File: src/rtl/adder_pkg.sv
// Shared types and sizing helpers for the chunk-serial adder.
package adder_pkg;

  typedef enum logic [1:0] {
    IDLE,
    RUN,
    DONE
  } adder_state_t;

  function automatic int unsigned chunk_count(input int unsigned w, input int unsigned n);
    return w / n;
  endfunction

  // Index register is at least one bit wide so K == 1 still has a legal counter.
  function automatic int unsigned idx_width(input int unsigned k);
    return (k > 1) ? $clog2(k) : 1;
  endfunction

endpackage

File: src/rtl/adder_slice.sv
// Combinational N-bit ripple-carry adder slice, reused every cycle by adder_seq_n.
module adder_slice #(
  parameter int unsigned N = 8
) (
  input  logic [N-1:0] a,
  input  logic [N-1:0] b,
  input  logic         cin,
  output logic [N-1:0] sum,
  output logic         cout
);

  logic carry;

  always_comb begin
    carry = cin;
    sum   = '0;
    for (int i = 0; i < N; i++) begin
      sum[i] = a[i] ^ b[i] ^ carry;
      carry  = (a[i] & b[i]) | (carry & (a[i] ^ b[i]));
    end
    cout = carry;
  end

endmodule

File: src/rtl/adder_seq_n.sv
// Chunk-serial W-bit adder: N bits per clock through one adder_slice, valid/ready both sides.
// Define ADDER_SUB_EN to add a 'sub' input that turns the operation into a - b.
module adder_seq_n
  import adder_pkg::*;
#(
  parameter int unsigned W = 16,
  parameter int unsigned N = 8
) (
  input  logic         clk,
  input  logic         reset,
  input  logic         in_valid,
  output logic         in_ready,
  input  logic [W-1:0] a,
  input  logic [W-1:0] b,
  input  logic         cin,
`ifdef ADDER_SUB_EN
  input  logic         sub,
`endif
  output logic         out_valid,
  input  logic         out_ready,
  output logic [W-1:0] y,
  output logic         cout
);

  localparam int unsigned K  = chunk_count(W, N);
  localparam int unsigned IW = idx_width(K);
  localparam logic [IW-1:0] LastIdx = IW'(K - 1);

  if ((N == 0) || ((W % N) != 0)) begin : g_bad_width
    $error("adder_seq_n: W (%0d) must be a non-zero multiple of N (%0d)", W, N);
  end

  adder_state_t  state_q;
  logic [IW-1:0] idx_q;
  logic [W-1:0]  a_q;
  logic [W-1:0]  b_q;
  logic          carry_q;
  logic [W-1:0]  y_q;
  logic          cout_q;

  logic [W-1:0]  b_in;
  logic          cin_in;
  logic [N-1:0]  slice_a;
  logic [N-1:0]  slice_b;
  logic [N-1:0]  slice_sum;
  logic          slice_cout;

`ifdef ADDER_SUB_EN
  // Two's-complement subtract: invert b once at latch time and force the carry-in.
  assign b_in   = sub ? ~b : b;
  assign cin_in = sub | cin;
`else
  assign b_in   = b;
  assign cin_in = cin;
`endif

  assign slice_a = a_q[idx_q*N +: N];
  assign slice_b = b_q[idx_q*N +: N];

  adder_slice #(
    .N(N)
  ) u_slice (
    .a   (slice_a),
    .b   (slice_b),
    .cin (carry_q),
    .sum (slice_sum),
    .cout(slice_cout)
  );

  always_ff @(posedge clk) begin
    if (reset) begin
      state_q <= IDLE;
      idx_q   <= '0;
      a_q     <= '0;
      b_q     <= '0;
      carry_q <= 1'b0;
      y_q     <= '0;
      cout_q  <= 1'b0;
    end else begin
      unique case (state_q)
        IDLE: begin
          if (in_valid) begin
            a_q     <= a;
            b_q     <= b_in;
            carry_q <= cin_in;
            idx_q   <= '0;
            state_q <= RUN;
          end
        end
        RUN: begin
          y_q[idx_q*N +: N] <= slice_sum;
          carry_q           <= slice_cout;
          idx_q             <= idx_q + 1'b1;
          if (idx_q == LastIdx) begin
            cout_q  <= slice_cout;
            state_q <= DONE;
          end
        end
        DONE: begin
          if (out_ready) begin
            state_q <= IDLE;
          end
        end
        default: state_q <= IDLE;
      endcase
    end
  end

  assign in_ready  = (state_q == IDLE);
  assign out_valid = (state_q == DONE);
  assign y         = y_q;
  assign cout      = cout_q;

  // A presented result must not move until the consumer takes it.
  a_hold_stable : assert property (
    @(posedge clk) disable iff (reset)
    (out_valid && !out_ready) |=> (out_valid && $stable(y) && $stable(cout))
  );

endmodule

File: config.mk
export PLATFORM = sky130hd
export DESIGN_NAME = adder_seq_n
export DESIGN_NICKNAME = d
export VERILOG_FILES = /design/src/rtl/adder_pkg.sv /design/src/rtl/adder_slice.sv /design/src/rtl/adder_seq_n.sv
export SDC_FILE = /design/constraint.sdc
export NUM_CORES = 1
export LEC_CHECK = 0
export CAP_MARGIN = 10
export CORE_MARGIN = 2
export CORE_UTILIZATION = 51
export CTS_BUF_LIST = sky130_fd_sc_hd__clkbuf_2
export DETAILED_ROUTE_END_ITERATION = 6
export HOLD_SLACK_MARGIN = 0.12
export PLACE_DENSITY_LB_ADDON = 0.2
export SETUP_SLACK_MARGIN = 0.5
export SLEW_MARGIN = 0
export SYNTH_ARGS = -nofsm -noshare
export SYNTH_HDL_FRONTEND = slang
export SYNTH_HIERARCHICAL = 1
export SYNTH_SLANG_ARGS = --single-unit
File: constraint.sdc
create_clock -name clk -period 6.1 [get_ports clk]
set_input_delay 0.61 -clock clk [delete_from_list [all_inputs] [get_ports clk]]
set_output_delay 0.61 -clock clk [all_outputs]
set_load 0.05 [all_outputs]
* Word-level counts from Yosys, hierarchy flattened
Cells that the tools add are included.
** Storage, ports and cells
- Register bits after elaboration :: 53
- Input port bits :: 37
- Output and inout port bits :: 19
- Logic and storage cells :: 73
** Operators by class
- $add $sub $neg :: 2
- Equality and inequality tests :: 5
- Shift-type cells :: 4
- Muxes and demuxes :: 9
- Bitwise operators :: 40
- Reductions and logical operators :: 6
** Operator list (count)
- $neg 4->34 :: 1
- $shift 8x34->16 const A :: 1
- $shiftx 8x34->16 :: 1
- $shiftx 16x5->8 :: 2
- $and 1x1->1 :: 16
- $bwmux 16 :: 1
- $xor 1x1->1 :: 16
- $or 1x1->1 :: 8
- $mux 2 :: 3
- $pmux 2 s3 :: 1
- $reduce_and 2->1 :: 3
- $ne 2x2->1 const B :: 2
- $pmux 1 s2 :: 2
- $reduce_and 3->1 :: 1
- $eq 2x1->1 const B :: 1
- $eq 2x2->1 const B :: 1
- $logic_not 2->1 :: 1
- $mux 1 :: 2
- $ne 2x1->1 const B :: 1
- $reduce_bool 2->1 :: 1
- $add 1x1->1 const B :: 1

* Longest topological paths before layout
Gate-level depths: netlist (run 1).
- Depth after elaboration :: 19
- Mapped depth :: 17

* Modules after synthesis
Netlist (run 1), hierarchy kept.
** Modules (own cells, without submodules)
- adder_seq_n :: instances 1, cells an instance 197, area an instance 2164.6 um2, sequential area each 1061.0 um2
- adder_slice :: instances 1, cells an instance 18, area an instance 197.7 um2, sequential area each 0.0 um2

* Worst setup path after synthesis (run 1)
No wires, ideal clock.
- Kind :: reg-to-reg
- Start :: reg idx_q
- End :: reg carry_q
- Setup time :: 135 ps
- Data arrival time :: 4226 ps
- Required time :: 5965 ps
- Path slack :: 1739 ps
- Cell stages (with the launch flop) :: 18
- Path through :: dfxtp_1 -> buf_2 -> buf_2 -> mux2_2 -> fa_1 -> inv_1 -> fa_1 -> inv_1 -> fa_1 -> fa_1 -> fa_1 -> fa_1 -> fa_1 -> inv_1 -> fa_1 -> inv_1 -> nor3b_1 -> a2111oi_4
** On the way
- Cells in the longest elaborated chain, start to end :: 19
** RTL lines
- from (decl) :: RTL line adder_seq_n.sv:34 : logic [IW-1:0] idx_q;
- from (signal assigned) :: RTL line adder_seq_n.sv:93 : idx_q <= idx_q + 1'b1;
- $shiftx 16x5->8 * :: RTL line adder_seq_n.sv:57 : assign slice_a = a_q[idx_q*N +: N];
- net slice_a[0] :: RTL line adder_seq_n.sv:43 : logic [N-1:0] slice_a;
- $xor 1x1->1 :: RTL line adder_slice.sv:19 : carry = (a[i] & b[i]) | (carry & (a[i] ^ b[i]));
- $and 1x1->1 :: RTL line adder_slice.sv:19
- $or 1x1->1 * :: RTL line adder_slice.sv:19
- $and 1x1->1 * :: RTL line adder_slice.sv:19
- $or 1x1->1 * :: RTL line adder_slice.sv:19
- $and 1x1->1 * :: RTL line adder_slice.sv:19
- [... 5 more ...]
- $and 1x1->1 * :: RTL line adder_slice.sv:19
- $or 1x1->1 * :: RTL line adder_slice.sv:19
- $and 1x1->1 * :: RTL line adder_slice.sv:19
- $or 1x1->1 * :: RTL line adder_slice.sv:19
- $and 1x1->1 * :: RTL line adder_slice.sv:19
- $or 1x1->1 * :: RTL line adder_slice.sv:19
- net slice_cout :: RTL line adder_seq_n.sv:46 : logic slice_cout;
- $pmux 1 s2 * :: RTL line adder_seq_n.sv:80 : unique case (state_q)
- to (signal assigned) :: RTL line adder_seq_n.sv:85 : carry_q <= cin_in;
- to (signal assigned) :: RTL line adder_seq_n.sv:92 : carry_q <= slice_cout;
- to (decl) :: RTL line adder_seq_n.sv:37 : logic carry_q;
Mark *: on every way through the listed nets, which the timed path passes. The rest lies on a longest branch.
A chain may end at the register's enable or synchronous reset.

* Worst setup path after layout (run 1)
Ends and elaborated chain as after synthesis.

==> results.tsv, run 1 <==
metric	value	unit
crit_fanout	19	
antenna_cells	0	
drive_gt1_frac	0.109	
instances_no_fill	317	
cts_made_buffers	5	
grt_pass1_vias	1591	
syn_inst	215	
tritoncts	built	
cts_resized	0	
slowest_delay	0.90	ns
clockBufferDepth	2	
layout_common_cells	clkdlybuf4s50_1, nor2_1, dfxtp_1, mux2i_1, mux2_2	
power_leakage	1.27	nW
rr_startpoint	idx_q	
rsz0062_at_grt	false	
grt_max_degree	54	
core.rowCount	24	
final_common_cell	clkdlybuf4s50_1	
globalRouteOverflowTotal	0	
ys_top_cells_by_area	dfxtp_1, mux2i_1, nor2_1	
hold_viol_final	0	
fmax	209	MHz
critPathLaunchType	flop	
gr-max-usage-layer	met2	
maxSlewViolCount	0	
holdBufCountCts	0	
fillers	359	
slowest_stage	dfxtp_1	
final_nets	309	
die_w	72.1	um
setup_viol_count_final	0	
vias_per_cell	5.09	
fin_crit	4.79	ns
powerDensity	245	mW/mm^2
synth_area	0.00236	mm^2
gp_congestion	0.734	
clk_latency	0.44	ns
drc	0	
dp.cells	309	
period_share	0.784	
use_met1	0.232	
cp_top_family	adder cells	
setup_tns	0	ns
cp.arrival	5.10	ns
yosys_warnings	6	
wl_per_cell	14.3	um
io_buffers	55	
path_class	reg -> reg	
peakVddDrop	0.128	mV
start_util	0.535	
drtIter0Drc	47	
io_pins	56	
design_area	0.00293	mm^2
syn_nets	260	
post-cts-setup-buffers	0	
hold_class	reg -> reg	
dpl.hpwl	3090	um
drt_first_pass_iters	4	
die_h	72.1	um
hp-start	a_q[2]	
ys_seq_area_frac	0.449	
tightest_slew	1.07	ns
multiInputGateArea	0.00115	mm^2
synth_top_area_share	0.449	
design.core.area	0.00441	mm^2
grt_use_total	0.187	
ctsHtreeMaxLevel	2	
die-area	0.00519	mm^2
critPathLaunch	idx_q	
critical_path.cell_chain	mux2_2, fa_1, inv_1, fa_1, inv_1, fa_1, fa_1, fa_1, fa_1, fa_1, inv_1, fa_1, inv_1, nor3b_1, a2111oi_4	
syn2layout_area_growth	24.1	%
outcome	completed	
fin_worst_skew	0.0181	ns
cp.required	6.41	ns
num_vias	1612	
ys_ff_latch	53	
antenna_found_initial	0	
ant_nets	0	
grt_use_met3	0.0417	
place_area	0.00287	mm^2
crit_path_frequent_cell	fa_1	
max_cap_viol_count	0	
seqCellArea	0.00106	mm^2
synth_largest_area_cell	dfxtp_1	
clock_sinks	53	
routed_wl	4530	um
root_buffer	clkbuf_2	
clk_pin_slew	0.25	ns
grt_use_met2	0.315	
syn_avg_cell_area	11.0	um^2
endpoint_kind	flop	
path_buf_inv	4	
post-route-util	0.664	
grt_pass1_wl	7470	um
synthDistinctLibCells	21	
max-slew-margin-rel	0.280	
==> worst register-to-register path: cells and delay by family (launching register included) <==
family | cells | cell delay (ns)
and+or+nand+nor | 1 | 0.32
DFF | 1 | 0.90
adders and majority gates | 8 | 2.67
buffers and inverters | 4 | 0.26
muxes | 1 | 0.43
AOI/OAI and AO/OA | 1 | 0.07
==> cells in the mapped netlist <==
| master | instances |
|---|---|
| a2111oi_4 | 1 |
| a21oi_1 | 2 |
| buf_1 | 1 |
| buf_12 | 3 |
| buf_2 | 2 |
| buf_4 | 2 |
| buf_6 | 1 |
| clkbuf_1 | 5 |
| dfxtp_1 | 53 |
| fa_1 | 8 |
| inv_1 | 11 |
| mux2_2 | 16 |
| mux2i_1 | 49 |
| nand2b_1 | 1 |
| nand3b_1 | 1 |
| nor2_1 | 53 |
| nor2b_1 | 1 |
| nor2b_4 | 1 |
| nor3b_1 | 1 |
| nor3b_2 | 2 |
| o21bai_1 | 1 |
==> per-layer routing <==
layer	wire length [um]	part of all wire
met1	2100	0.46
met2	2200	0.48
met3	156	0.034
met4	70	0.015
met5	0	0
==> power breakdown <==
part	internal [mW]	total [mW]	leakage [nW]	switching, mW
sequential	0.369	0.385	0.434	0.0161
clock	0.0697	0.178	0.0406	0.108
combinational	0.0778	0.155	0.796	0.0772
==> final timing paths <==
path,depth (start not counted),slack (ns),to
setup / recovery,15,1.31,carry_q
hold / removal,2,0.52,a_q[2]
setup reg to reg,15,1.31,carry_q
hold reg to reg,2,0.52,a_q[2]
==> registers in the layout, summed over array words and instances (netlist names) <==
| name | cells |
|---|---|
| a_q | 16 |
| state_q | 2 |
| idx_q | 1 |
| cout | 1 |
| b_q | 16 |
| carry_q | 1 |
| y | 16 |
==> metrics by stage <==
stage	total power [mW]	hold slack, ns	setup WS [ns]
2_1_floorplan	0.501	0.454	1.74
3_3_place_gp	0.545	0.471	1.47
3_5_place_dp	0.547	0.479	1.34
4_1_cts	0.724	0.532	1.28
5_1_grt	0.755	0.547	1.08
6_report	0.718	0.520	1.31
==> cells by family after synthesis <==
| kind of cell | after synthesis | share of synthesized area |
|---|---|---|
| flops | 53 | 0.449 |
| buf+inv | 25 | 0.0678 |
| fa+ha+maj | 8 | 0.0678 |
| mux | 65 | 0.284 |
| simple gates | 60 | 0.112 |
| compound gates | 4 | 0.0191 |
==> area by class of cell <==
class	count	share of cell area
clock buffer	6	0.0102
clock inverter	2	0.0115
inverter	11	0.0141
multi-input combinational	137	0.391
sequential	53	0.362
tap	52	0.0222
timing repair buffer	56	0.189
Note: power is estimated with default switching activity, not from simulation.
==> run 2, diff against run 1 <==
clock period = 4.94 ns   (was 6.1 ns; I/O delays follow)
==> run 2 against run 1 <==
Against the previous run:
- via count down 0.68%
- first-iteration DRC count up 28%
- clock power down 12%
- clock skew down 0.0054 ns
- highest routed layer unchanged
- register-to-register slack worse by 0.58 ns
- power up 15%
- clock-buffer cell count unchanged
- non-clock buffer count up 2
- global-route usage about the same
==> results.tsv, run 2 (same netlist as run 1, synthesis figures left out) <==
metric	value	unit	change
drive_gt1_frac	0.120		+0.0109
peakVddDrop	0.191	mV	+48%
maxSlewViolCount	0		unchanged
wl_per_cell	14.3	um	-0.12%
r2r_slack	0.74	ns	-0.58 ns
final_nets	311		+0.65%
total_power	824	uW	+15%
slowest_stage	dfxtp_4		
ant_nets	0		unchanged
grt_pass1_wl	7440	um	-0.36%
hold_path_depth	2		unchanged
post-route-util	0.663		-0.00142
core.rowCount	24		unchanged
tritoncts	built		
die-area	0.00519	mm^2	unchanged
hp-start	y[4]		
instances_no_fill	318		+0.32%
power_leakage	1.27	nW	about the same
multiInputGateArea	0.00115	mm^2	+0.44%
globalRouteOverflowTotal	0		unchanged
critPathLaunchType	flop		
hold_viol_final	0		unchanged
design_area	0.00293	mm^2	-0.21%
num_vias	1601		-0.68%
layout_common_cells	clkdlybuf4s50_1, nor2_1, dfxtp_1, mux2i_1, mux2_2		
cp.arrival	4.57	ns	-0.53 ns
endpoint_kind	flop		
syn2layout_area_growth	23.8	%	
setup_tns	0	ns	unchanged
reg2reg_to	y[15]		
grt_use_total	0.186		-0.000478
vias_per_cell	5.03		-0.99%
die_h	72.1	um	unchanged
grt_max_degree	54		unchanged
io_buffers	55		unchanged
die_w	72.1	um	unchanged
routed_wl	4540	um	+0.20%
antenna_cells	0		unchanged
period_share	0.851		+0.0661
start_util	0.535		unchanged
ctsHtreeMaxLevel	2		unchanged
tightest_slew	1.06	ns	-0.0142 ns
hold_class	reg -> reg		
clk_latency	0.42	ns	-0.02 ns
cp.required	5.31	ns	-1.10 ns
setup_viol_count_final	0		unchanged
fmax	238	MHz	+14%
clockBufferDepth	2		unchanged
cts_made_buffers	5		unchanged
root_buffer	clkbuf_2		
max-slew-margin-rel	0.290		+0.00952
clock_sinks	53		unchanged
grt_pass1_vias	1600		+0.57%
holdBufCountCts	0		unchanged
io_pins	56		unchanged
drt_first_pass_iters	4		unchanged
outcome	completed		
critical_path.cell_chain	mux2_2, fa_1, inv_1, fa_1, inv_1, fa_1, fa_1, fa_1, fa_1, fa_1, inv_1, fa_1, inv_1, mux2i_1, nor2_1		
rsz0062_at_grt	false		
critPathLaunch	idx_q		
design.core.area	0.00441	mm^2	unchanged
final_common_cell	clkdlybuf4s50_1		
slowest_delay	0.42	ns	-0.48 ns
fillers	381		+6.1%
gp_congestion	0.746		+1.7%
place_area	0.00288	mm^2	+0.26%
rr_startpoint	idx_q		
clk_pin_slew	0.23	ns	-0.02 ns
crit_fanout	4		-15
antenna_found_initial	0		unchanged
fin_crit	4.20	ns	-0.583 ns
max_cap_viol_count	0		unchanged
drc	0		unchanged
powerDensity	282	mW/mm^2	+15%
worstHoldEndpoint	y[4]		
drtIter0Drc	60		+28%
path_class	reg -> reg		
dp.cells	310		+0.32%
worstRegToRegCells	15		unchanged
seqCellArea	0.00106	mm^2	+0.35%
fin_worst_skew	0.0127	ns	-0.00542 ns
dpl.hpwl	3280	um	+6.1%
crit_path_frequent_cell	fa_1		
[run 2: through the flow]
| step | setup slack (ns) | hold WS, ns |
|---|---|---|
| final | 0.738 | 0.520 |
| after global routing | 0.568 | 0.554 |
| after CTS | 0.606 | 0.532 |
| after detailed placement | 0.394 | 0.484 |
| after global placement | 0.610 | 0.469 |
| after floorplan | 0.579 | 0.454 |
[run 2: timing repair]
item,CTS,global route
setup buffers,0,1
gates resized for setup,2,1
endpoints found under the setup margin,3,3
pin swaps,0,0
gates cloned,0,0
[run 2: worst max-delay path, delay by kind of cell, from the launching register on]
family	cells	cell delay [ns]
adder cells (fa/ha/maj)	8	2.92
multiplexers	2	0.42
buffers and inverters	4	0.29
AND/OR/NAND/NOR	1	0.11
flip-flops	1	0.42
[run 2: metal layers]
| layer | GRT usage | vias up | part of all wire |
|---|---|---|---|
| li1 | - | 807 | - |
| met1 | 0.226 | 749 | 0.44 |
| met2 | 0.322 | 38 | 0.50 |
| met3 | 0.0458 | 7 | 0.040 |
| met4 | 0.0650 | 0 | 0.014 |
| met5 | 0 | - | 0 |
[run 2: layout make-up]
class	count	area share
clock buffers	6	0.0103
clock inverters	1	0.00128
inverters	11	0.0141
multi-input cells	137	0.394
flip-flops and latches	53	0.364
well taps	52	0.0222
repair buffers	58	0.194
[run 2: how the worst max path moves through the flow]
stage                          to  slack, ns  cells past startpoint
final                       y[15]       0.74                     15
after global routing        y[15]       0.57                     15
after CTS                   y[15]       0.61                     15
after detailed placement  carry_q       0.39                     15
after global placement    carry_q       0.61                     15
after floorplan           carry_q       0.58                     17
[run 2: report_power, final]
part	internal [mW]	leakage [nW]	total, mW	switching, mW
Combinational	0.0972	0.811	0.195	0.0981
Clock	0.0330	0.0265	0.156	0.124
Sequential	0.455	0.434	0.472	0.0170
==> run 3, diff against run 2 <==
GPL_TIMING_DRIVEN = 0   (was not set)
==> run 3 against run 2 <==
Against the previous run:
- design area increased by 5.9%
- sequential share of layout area decreased by 2.1 points
- die area stayed put
- utilization up 3.9 points
- sequential power about the same
- clock-buffer cell count is 1 lower
- clock skew increased by 0.012 ns
- clock power increased by 40%
- power up 10%
- global-route usage up 0.94 points
- cell count up 4.7%
- critical endpoint unchanged
- sequential cell count unchanged
- highest routed layer unchanged
==> results.tsv, run 3 (same netlist as run 1, synthesis figures left out) <==
metric	value	unit	change
outcome	completed		
path_class	reg -> reg		
setup_tns	0	ns	unchanged
power_leakage	1.34	nW	+5.4%
rsz0062_at_grt	false		
antenna_found_initial	0		unchanged
powerDensity	293	mW/mm^2	+4.1%
crit_fanout	7		+3
hold_viol_final	0		unchanged
root_buffer	clkbuf_2		
die_w	72.1	um	unchanged
final_nets	325		+4.5%
num_vias	1678		+4.8%
gp_congestion	0.740		-0.83%
fin_worst_skew	0.0252	ns	+0.0125 ns
wl_per_cell	14.7	um	+3.0%
dpl.hpwl	3560	um	+8.4%
io_buffers	54		-1.8%
setup_viol_count_final	0		unchanged
fin_crit	4.24	ns	+0.0350 ns
final_common_cell	clkdlybuf4s50_1		
drive_gt1_frac	0.157		+0.0363
grt_pass1_wl	7740	um	+4.1%
hold_class	in -> reg		
globalRouteOverflowTotal	0		unchanged
die_h	72.1	um	unchanged
max-slew-margin-rel	0.645		+0.355
layout_common_cells	clkdlybuf4s50_1, nor2_1, dfxtp_1, mux2i_1, mux2_2		
clk_latency	0.45	ns	+0.03 ns
syn2layout_area_growth	31.1	%	
clk_pin_slew	0.27	ns	+0.04 ns
endpoint_kind	flop		
maxSlewViolCount	0		unchanged
start_util	0.535		unchanged
cp.required	5.34	ns	+0.03 ns
ctsHtreeMaxLevel	2		unchanged
drt_first_pass_iters	4		unchanged
tightest_slew	0.532	ns	-0.528 ns
tritoncts	built		
clock_sinks	53		unchanged
core.rowCount	24		unchanged
antenna_cells	0		unchanged
ant_nets	0		unchanged
io_pins	56		unchanged
drtIter0Drc	71		+18%
grt_max_degree	17		-69%
critPathLaunchType	flop		
total_power	909	uW	+10%
max_cap_viol_count	0		unchanged
drc	0		unchanged
vias_per_cell	5.04		about the same
cp.arrival	4.64	ns	+0.07 ns
holdBufCountCts	0		unchanged
fmax	236	MHz	-0.83%
die-area	0.00519	mm^2	unchanged
peakVddDrop	0.207	mV	+8.5%
grt_pass1_vias	1609		+0.56%
routed_wl	4890	um	+7.9%
cts_made_buffers	5		unchanged
hold_slack	0.392	ns	-0.127 ns
period_share	0.858		+0.00709
design.core.area	0.00441	mm^2	unchanged
clockBufferDepth	2		unchanged
grt_use_total	0.196		+0.00942
[run 3: final cells by class]
type | count | area, um^2
Fill cell | 342 | 1320
Multi-Input combinational cell | 137 | 1150
Sequential cell | 53 | 1060
Timing Repair Buffer | 58 | 571
Buffer | 14 | 139
Tap cell | 52 | 65.1
Clock inverter | 3 | 41.3
Inverter | 11 | 41.3
Clock buffer | 5 | 25.0
[run 3: critical path, cell delays in order (launching register included)]
cell	delay, ns
dfxtp_2	0.40
buf_8	0.12
buf_8	0.10
mux2_2	0.35
fa_1	0.42
inv_1	0.08
fa_1	0.16
inv_1	0.05
fa_1	0.37
fa_2	0.35
fa_2	0.35
fa_2	0.35
fa_1	0.36
inv_1	0.07
fa_1	0.42
inv_1	0.09
mux2i_1	0.07
nor2_1	0.08
[run 3: path summary, 6_finish.rpt]
check	cells after the start	start	slack (ns)	to
worst max-delay path	17	idx_q	0.70	y[15]
worst max register to register	17	idx_q	0.70	y[15]
worst min register to register	2	b_q[14]	0.53	b_q[14]
worst min-delay path	2	reset	0.39	y[13]
[run 3: stage by stage]
stage | cells | setup WS, ns | instance area [um^2] | util
floorplan | 215 | 0.579 | 2360 | -
global placement | 321 | 0.220 | 2970 | 0.672
detailed placement | 321 | 0.164 | 2970 | 0.672
CTS | 330 | 0.529 | 3060 | 0.694
global route | 333 | 0.530 | 3100 | 0.702
finish | 333 | 0.703 | 3100 | 0.702
[run 3: repair_timing]
| action | CTS | global route |
|---|---|---|
| setup buffers | 1 | 3 |
| pin swaps | 0 | 1 |
| resized for setup | 7 | 4 |
| setup endpoints to repair | 4 | 4 |
[run 3: metal layers]
metal / GRT usage / vias up / wire [um]
li1: - / 841 / -
met3: 0.0472 / 6 / 192
met1: 0.258 / 794 / 2220
met2: 0.324 / 37 / 2420
met5: 0 / - / 0
met4: 0.0503 / 0 / 52
[run 3: report_power, final]
| group | total [mW] | switching, mW | internal [mW] |
|---|---|---|---|
| Combinational | 0.218 | 0.106 | 0.112 |
| Sequential | 0.471 | 0.0153 | 0.456 |
| Clock | 0.219 | 0.136 | 0.0835 |
